### config.mk
export PLATFORM = sky130hd
export DESIGN_NAME = fetch_stage
export DESIGN_NICKNAME = d
export VERILOG_FILES = /design/src/rtl/fetch_stage.sv
export SDC_FILE = /design/constraint.sdc
export NUM_CORES = 1
export LEC_CHECK = 0
export CORE_UTILIZATION = 47
export CTS_BUF_LIST = sky130_fd_sc_hd__clkbuf_8
export DETAILED_ROUTE_END_ITERATION = 10
export PLACE_DENSITY = 0.82
export SLEW_MARGIN = 20
export SYNTH_ARGS = -nofsm -noshare
export SYNTH_HDL_FRONTEND = slang
export SYNTH_SLANG_ARGS = --single-unit
### constraint.sdc
create_clock -name clk -period 2.3 [get_ports clk]
set_input_delay 0.46 -clock clk [delete_from_list [all_inputs] [get_ports clk]]
set_output_delay 0.46 -clock clk [all_outputs]
set_load 0.01 [all_outputs]
### src/rtl/fetch_stage.sv
// Instruction fetch stage: PC register, IF/ID pipeline register and a
// WARM/RUN/HALT control FSM with redirect, stall and halt handling.
module fetch_stage #(
  parameter logic [31:0] RESET_PC  = 32'h00000000,
  parameter logic [31:0] NOP_INSTR = 32'h00000013
) (
  input  logic        clk,
  input  logic        rst_n,
  output logic [31:0] imem_addr,
  input  logic [31:0] imem_rd,
  input  logic        stall,
  input  logic        redirect_valid,
  input  logic [31:0] redirect_target,
  input  logic        halt_req,
  output logic [31:0] id_instr,
  output logic [31:0] id_pc,
  output logic [31:0] id_pc4,
  output logic        id_valid,
  output logic        halted,
  output logic        misalign_err,
  output logic [31:0] fetch_cnt,
  output logic [1:0]  state_dbg
);

  typedef enum logic [1:0] {
    WARM = 2'd0,
    RUN  = 2'd1,
    HALT = 2'd2
  } state_t;

  state_t      state, state_nx;
  logic [31:0] pc;
  logic [31:0] pc_plus4;
  logic        do_fetch;
  logic        do_jump;
  logic        do_kill;
  logic        set_merr;

  assign pc_plus4  = pc + 32'd4;
  assign imem_addr = pc;
  assign halted    = (state == HALT);
  assign state_dbg = state;

  always_ff @(posedge clk or negedge rst_n) begin
    if (!rst_n) state <= WARM;
    else        state <= state_nx;
  end

  // Redirect outranks halt_req, which outranks stall.
  always_comb begin
    state_nx = state;
    do_fetch = 1'b0;
    do_jump  = 1'b0;
    do_kill  = 1'b0;
    set_merr = 1'b0;
    case (state)
      WARM: state_nx = RUN;
      RUN: begin
        if (redirect_valid) begin
          do_kill = 1'b1;
          if (redirect_target[1:0] == 2'b00) begin
            do_jump = 1'b1;
          end else begin
            set_merr = 1'b1;
            state_nx = HALT;
          end
        end else if (halt_req) begin
          do_kill  = 1'b1;
          state_nx = HALT;
        end else if (!stall) begin
          do_fetch = 1'b1;
        end
      end
      HALT:    state_nx = HALT;
      default: state_nx = WARM;
    endcase
  end

  always_ff @(posedge clk or negedge rst_n) begin
    if (!rst_n) begin
      pc           <= RESET_PC;
      id_instr     <= NOP_INSTR;
      id_pc        <= 32'd0;
      id_pc4       <= 32'd0;
      id_valid     <= 1'b0;
      fetch_cnt    <= 32'd0;
      misalign_err <= 1'b0;
    end else begin
      if (do_fetch) begin
        id_instr  <= imem_rd;
        id_pc     <= pc;
        id_pc4    <= pc_plus4;
        id_valid  <= 1'b1;
        pc        <= pc_plus4;
        fetch_cnt <= fetch_cnt + 32'd1;
      end
      // A killed slot becomes a bubble; id_pc/id_pc4 keep the last real fetch.
      if (do_kill) begin
        id_instr <= NOP_INSTR;
        id_valid <= 1'b0;
      end
      if (do_jump)  pc           <= redirect_target;
      if (set_merr) misalign_err <= 1'b1;
    end
  end

endmodule

Word level (Yosys, flattened, before mapping)
Cells that the tools add are included.
- flip-flop bits (word level): 164
- input bits: 69
- word-level logic and storage cells: 42
- $add $sub $neg: 2
- equal/unequal tests: 4
- multiplexer cells: 23
- reduce and logical (&&, ||, !) cells: 5
- operator list (operator ; number):
    32-bit 2-to-1 mux ; 4
    32-bit by 1-bit adder with 32-bit output, second input constant ; 1
    32-bit by 3-bit adder with 32-bit output, second input constant ; 1
    1-bit 2-to-1 mux ; 15
    2-bit 2-to-1 mux ; 3
    3-bit != test, second input constant ; 2
    2-bit one-hot mux with 3 select lines ; 1
    2-bit zero test ; 2
    2-bit nonzero test ; 2
    2-bit by 1-bit == test with 1-bit output, second input constant ; 1
    2-bit == test, second input constant ; 1
    2-bit AND reduction ; 1

Logic depth before layout (Yosys ltp)
Gate-level depths: netlist of the first run.
- depth in word-level cells: 6
- mapped depth: 8
- gate-level depth less buffers: 7

Least setup slack after synthesis of the first run
Ideal clock, no wire load.
- kind: register -> register
- from: reg state[1], in the netlist state_dbg[1]
- to: reg fetch_cnt[19]
- data arrival time: 1.908 ns
- slack: 0.265 ns
- cell stages (with the launch flop): 9
- path buffers: 1
- clock period less this slack: 2.035 ns
- cell sequence: dfrtp_1 > inv_1 > ha_1 > nor4b_4 > and4_1 > buf_2 > and2b_1 > nand4_1 > xnor2_1
- word-level cells in the longest chain between the ends: 2
- RTL lines (element ; line ; source):
    start, declared ; 31 ; state_t state, state_nx;
    start signal, assigned ; 46 ; else state <= state_nx;
    2-bit by 1-bit == test with 1-bit output ; 56 ; case (state)
    1-bit 2-to-1 mux ; 56 ;
    end signal, assigned ; 95 ; fetch_cnt <= fetch_cnt + 32'd1;
    end, declared ; 21 ; output logic [31:0] fetch_cnt,
No other way between the ends.
A chain may end at the register's enable or synchronous reset.

Worst setup path after layout of the first run
- from: reg state[0], in the netlist state_dbg[0]
- to: out halted
- word-level cells in the longest chain between the ends: 1
- RTL lines (element ; line ; source):
    2-bit == test ; 41 ; assign halted = (state == HALT);
    end, declared ; 19 ; output logic halted,
No other way between the ends.

==> summary.txt, run 1 <==
Finish
  • Register Area: 4060 um^2
  • Layout area overhead: 45.6%
  • Finished Core Util: between 60% and 70%
  • Share of layout cells above drive strength 1: between 8 and 9%
  • Fill cell count: 1106
  • Multi-input logic area: 2700 um^2
  • Fin cells: 1109
  • # diodes: 0
  • Nets: 986

Critical path
  • Crit path kind: reg -> out
  • Worst Setup End Kind: output port
  • FF-to-FF Start: imem_addr[10]
  • Crit path DAT: approximately 1.7 ns
  • Critical path buffer and inverter count: 2
  • Crit start category: register
  • Crit path largest cell delay: 0.54 ns
  • Critical path fanouts, max: 3
  • CP startpoint: state_dbg[0]
  • R2R Setup Slk: 0.24 ns
  • Slowest CP cell: clkdlybuf4s50_1
  • Critical Path, Cell by Cell: inv_1 -> ha_1 -> clkdlybuf4s50_1
  • Worst Path Required: 1.84 ns
  • Crit path max-delay family: buffers and inverters

Power
  • Power Dens Cells: 1060 nW/um^2
  • Peak VDD IR: 635 uV
  • P_leak: approximately 4.4 nW

STA
  • Min Tclk post-route: about 2.1 ns
  • Final Max Tran Viols: 0
  • Endpoints failing setup: 0
  • Final period utilization: approximately 92%
  • Setup ws final: 0.177 ns
  • Min Hold Slack: 0.476 ns
  • Max Clk Rate: 471 MHz
  • Worst Skew: approximately 0.011 ns
  • Final hold vios: 0
  • Slew @ Worst Pin: 0.461 ns
  • RSZ-0062 raised after global routing: no
  • Relative slew slack: between 60 and 70%

Yosys
  • Yosys warning count: 0
  • Mapped Nets: 745
  • Syn Std Cell Area: between 6000 and 7000 um^2
  • Asr flop ratio synth: 100%
  • Average footprint of a synthesized cell: 10.4 um^2
  • Ys flop type: dfrtp_1
  • Most common cell in the netlist: nand2_1
  • Cell count after synthesis: 671
  • Top cells by area, synth: dfrtp_1 (57%), nand2_1 (8.9%), xnor2_1 (6.2%)
  • Yosys top cell by area: dfrtp_1
  • Yosys reg bits: 162
  • Number of synthesized flops with an enable pin: 0
  • Synth cell types: 42
  • Synth cell count leaders: nand2_1 (164), dfrtp_1 (159), o21ai_0 (54), xnor2_1 (49), clkbuf_1 (32)
  • Post-synthesis sequential area ratio: 58.3%
  • Synth top area share: a little under three fifths

Routing
  • Final wirelength: 18900 um
  • Antenna Nets Post-Route: 0
  • Pre-antenna DRT Iters: 5
  • DRC: 0
  • Vias: slightly below 6000
  • Initial DRC Count: 402
  • Drt via density: ~5.4
  • Wire per inst: 17.0 um

Clocking
  • H-tree Lvls: 4
  • CTS buffer count: 17
  • Clk buf depth: 2
  • Worst-path clk slew: ~0.09 ns
  • CTS tree: done
  • Root cell of the clock tree: clkbuf_8
  • Clk_lat worst skew: 0.44 ns
  • Post-CTS setup buffer count: 0
  • Clk sinks: 162

Floorplan
  • Ports: about 230
  • Rows: 44
  • Core ar.: 14500 um^2
  • Starting Density: 48.0%
  • Die H: 124 um
  • Die width: ~120 um
  • DIE AREA: 15300 um^2

Global route
  • Largest net degree at the start of global routing: 45
  • Total grt overflow: 0
  • First-pass GRT wire length: 29600 um
  • Vias in the first global route: 5736
  • Initial antenna violation count: 0
  • Global Route Usage Sum: 25.5%

Run status
  • Status: completed

Placed design
  • Place WS: -0.0494 ns
  • DP HPWL: 13500 um
  • Cell Count Post-Placement: 1076
  • Final Wtd Congestion: 0.802
  • Port Buf Inserts: 233

Run
  • Max Cap Viol: 0

Hold path
  • Hold path startpoint: fetch_cnt[31]
  • Hold crit path type: reg -> reg
-- per-layer routing --
metal  global-route usage (%)  wire length [um]
met1                     34.7              8350
met2                     38.7              8990
met3                     5.82              1070
met4                     11.8               468
met5                        0                 0
-- flip-flops by register name (all words and copies together) (netlist names) --
signal        flops
fetch_cnt        32
id_valid          1
id_instr         32
state_dbg         2
imem_addr        32
id_pc4           30
id_pc            32
misalign_err      1
-- layout by cell type, fill, tap and decap left out, drive strengths merged, types with 18 or more instances in the layout --
cell type      synthesis  final
clkdlybuf4s50          0    232
nand2                164    164
a22o                  29     29
o21ai                 56     56
dfrtp                159    159
clkbuf                33     18
xnor2                 49     49
nand3                 20     20
a22oi                 20     20
buf                   13     35
-- per-stage QoR --
stage | total power, mW | instance area [um^2] | TNS, ns
2_1_floorplan | 5.99 | 6950 | 0
3_3_place_gp | 8.38 | 9670 | 0
3_5_place_dp | 8.47 | 9670 | -0.0566
4_1_cts | 10.8 | 10100 | 0
5_1_grt | 11.3 | 10100 | 0
6_report | 10.7 | 10100 | 0
-- cell type report --
| type | count | area share, % |
|---|---|---|
| Inverter | 6 | 0.222 |
| Tap cell | 184 | 2.27 |
| Clock buffer | 18 | 2.45 |
| Timing Repair Buffer | 268 | 26.4 |
| Multi-Input combinational cell | 457 | 26.7 |
| Clock inverter | 14 | 1.88 |
| Sequential cell | 162 | 40.1 |
-- power breakdown --
part           total [mW]  internal [mW]  switching [mW]
combinational        4.05           2.27            1.78
sequential           4.38           3.67           0.714
clock                2.25           1.21            1.04
-- worst register-to-register path: cells and delay by family (launching register included) --
family | cells | cell delay (ns)
simple gates | 3 | 0.91
buf+inv | 1 | 0.26
xor+xnor | 1 | 0.19
flops | 1 | 0.50
compound gates | 1 | 0.10
-- kinds of logic after synthesis --
kind of cell / share of synthesized area (%)
flip-flops: 58.3
XOR/XNOR: 7.43
adder cells (fa/ha/maj): 0.900
AO/OA/AOI/OAI: 12.5
AND/OR/NAND/NOR: 17.7
buffers and inverters: 3.17
-- worst paths after layout --
kind	to	cells after the start
hold reg to reg	fetch_cnt[31]	1
setup reg to reg	id_pc4[25]	6
setup / recovery	halted	3
max in group asynchronous	id_instr[1]	3
min in group asynchronous	imem_addr[25]	2
hold / removal	fetch_cnt[31]	1
-- repair_timing --
| item | in CTS | in global routing |
|---|---|---|
| hold buffers | 1 | 0 |
| setup endpoints to repair | 0 | 1 |
| resized for setup | 0 | 2 |
| endpoints found under the hold margin | 38 | 0 |
No activity file was read; power rests on OpenSTA's default activity.
==> inputs of run 2 (changes only) <==
--- a/config.mk
+++ b/config.mk
@@ -5,6 +5,7 @@
 export SDC_FILE = /design/constraint.sdc
 export NUM_CORES = 1
 export LEC_CHECK = 0
+export CORE_ASPECT_RATIO = 1.4
 export CORE_UTILIZATION = 47
 export CTS_BUF_LIST = sky130_fd_sc_hd__clkbuf_8
 export DETAILED_ROUTE_END_ITERATION = 10
==> run 2 against run 1 <==
Compared with the run above: hold slack got worse by 0.0039 ns; final area fell by 0.21%; register-to-register slack got worse by 0.03 ns; worst setup slack got worse by 0.014 ns; flip-flop and latch count did not move; fmax fell by 0.67%; clock skew barely moved; via count fell by 0.89%; largest cell class unchanged; largest power group unchanged.
==> summary.txt, run 2 (synthesis gave the netlist of run 1 again) <==
Critical path
  • Crit path max-delay family: buffers and inverters
  • Critical path fanouts, max: 3 (unchanged)
  • Crit path largest cell delay: 0.53 ns (about the same)
  • Worst Setup End Kind: output port
  • Slowest CP cell: clkdlybuf4s50_1
  • Crit start category: register
  • Critical Path, Cell by Cell: inv_1 -> ha_1 -> clkdlybuf4s50_1
  • Crit path kind: reg -> out
  • Critical path buffer and inverter count: 2 (unchanged)
  • Worst Path Required: 1.84 ns (about the same)
  • Crit path DAT: 1.68 ns (+0.02 ns)

Clocking
  • CTS tree: done
  • Clk sinks: 162 (unchanged)
  • Root cell of the clock tree: clkbuf_8
  • Clk buf depth: 2 (unchanged)
  • Worst-path clk slew: 0.09 ns (about the same)
  • Post-CTS setup buffer count: 0 (unchanged)
  • H-tree Lvls: 4 (unchanged)
  • CTS buffer count: 17 (unchanged)
  • Clk_lat worst skew: 0.45 ns (about the same)

STA
  • Min Tclk post-route: 2.14 ns (+0.0143 ns)
  • Slew @ Worst Pin: 0.497 ns (+0.0355 ns)
  • Final hold vios: 0 (unchanged)
  • Max Clk Rate: 468 MHz (-0.67%)
  • Final Max Tran Viols: 0 (unchanged)
  • Final period utilization: 92.9% (+0.62 points)
  • Endpoints failing setup: 0 (unchanged)
  • RSZ-0062 raised after global routing: no
  • Worst Skew: 0.0106 ns (+0.0000853 ns)
  • Relative slew slack: 66.8% (-2.2 points)
  • TNS Setup: 0 ns (unchanged)

Floorplan
  • Starting Density: 48.1% (+0.12 points)
  • Rows: 52 (+18%)
  • Ports: 234 (unchanged)
  • Core ar.: 14400 um^2 (-0.24%)
  • Die H: 146 um (+18%)
  • Die width: 105 um (-15%)
  • DIE AREA: 15300 um^2 (about the same)

Power
  • Peak VDD IR: 731 uV (+15%)
  • P_leak: 4.40 nW (-0.37%)
  • Power Dens Cells: 1060 nW/um^2 (+0.55%)

Run
  • Max Cap Viol: 0 (unchanged)

Finish
  • Nets: 980 (-0.61%)
  • Share of layout cells above drive strength 1: 7.73% (-0.60 points)
  • Layout area overhead: 45.3%
  • Most frequent cells in the layout: clkdlybuf4s50_1 (232), nand2_1 (163), dfrtp_1 (159)
  • Fill cell count: 1113 (+0.63%)
  • Most common library cell in the layout ignoring fill and taps: clkdlybuf4s50_1
  • Finished Cell Area: 10100 um^2 (-0.21%)

Routing
  • Drt via density: 5.31 (-0.98%)
  • Vias: 5897 (-0.89%)
  • Initial DRC Count: 287 (-29%)
  • DRC: 0 (unchanged)
  • Wire per inst: 17.3 um (+1.8%)
  • Final wirelength: 19200 um (+1.9%)
  • Pre-antenna DRT Iters: 4 (-1)
  • Antenna Nets Post-Route: 0 (unchanged)

Placed design
  • Placed Instance Area: 9640 um^2 (-0.27%)
  • Final Wtd Congestion: 0.795 (-0.93%)
  • DP HPWL: 13900 um (+3.5%)
  • Port Buf Inserts: 233 (unchanged)

Hold path
  • Hold crit path type: reg -> reg

Global route
  • Global Route Usage Sum: 26.0% (+0.51 points)
  • Total grt overflow: 0 (unchanged)
  • Vias in the first global route: 5840 (+1.8%)
  • Initial antenna violation count: 2 (+2)
  • Largest net degree at the start of global routing: 53 (+18%)
  • First-pass GRT wire length: 30800 um (+4.1%)

Run status
  • Status: completed
run 2: cell count changes in the layout (fill, tap and decap cells not counted), sizes merged:
cell / delta
buf: -6
diode: +2
inv: +1
clkinv: -2
clkbuf: +1
run 2: final timing paths:
check                      slack (ns)            end  depth (start not counted)          start
setup / recovery                 0.16         halted                          3   state_dbg[0]
hold / removal                   0.47  fetch_cnt[31]                          1  fetch_cnt[31]
setup reg to reg                 0.21     id_pc4[28]                          5   imem_addr[9]
hold reg to reg                  0.47  fetch_cnt[31]                          1  fetch_cnt[31]
max in group asynchronous        1.10  fetch_cnt[18]                          3          rst_n
min in group asynchronous        0.52     id_pc4[24]                          2          rst_n
run 2: cell type report:
class                   instances  area (um^2)  area share [%]
well taps                     189          236            2.34
diodes                          2         5.00          0.0495
clock buffers                  19          262            2.59
repair buffers                262         2640            26.1
inverters                       6         22.5           0.223
flip-flops and latches        162         4060            40.2
multi-input cells             457         2700            26.7
clock inverters                13          183            1.81
run 2: worst register-to-register path: stages, from the launching register on:
cell and delay [ns]:
dfrtp_1 0.49, and3_1 0.27, nand4_1 0.43, nor4b_1 0.50, xnor2_1 0.18, o21ai_0 0.11
run 2: timing repair:
| item | CTS | global route |
|---|---|---|
| endpoints found under the hold margin | 46 | 0 |
| resized for setup | 0 | 1 |
| endpoints found under the setup margin | 0 | 3 |
| hold buffers | 1 | 0 |
run 2: report_power, final:
part / internal [mW] / total (mW) / switching (mW)
logic: 2.25 / 3.96 / 1.72
registers: 3.67 / 4.45 / 0.785
clock network: 1.24 / 2.30 / 1.06
total: 7.16 / 10.7 / 3.56
run 2: per-layer routing:
metal  global-route usage, %  vias up  wire, um
met3                    5.15       53       881
met2                    42.1      185      9620
li1                        -     2787         -
met5                       0        -         0
met1                    32.1     2872      7870
met4                    15.7        0       871
run 2: per-stage QoR:
step	power [mW]	setup slack [ns]	hold slack [ns]	util [%]	instances
floorplan	5.99	0.265	0.164	-	671
global placement	8.36	-0.0252	0.432	66.7	1075
detailed placement	8.47	-0.0518	0.438	66.7	1075
global route	11.3	0.0166	0.490	69.9	1110
finish	10.7	0.162	0.472	69.9	1110
CTS	10.8	0.134	0.483	69.9	1108
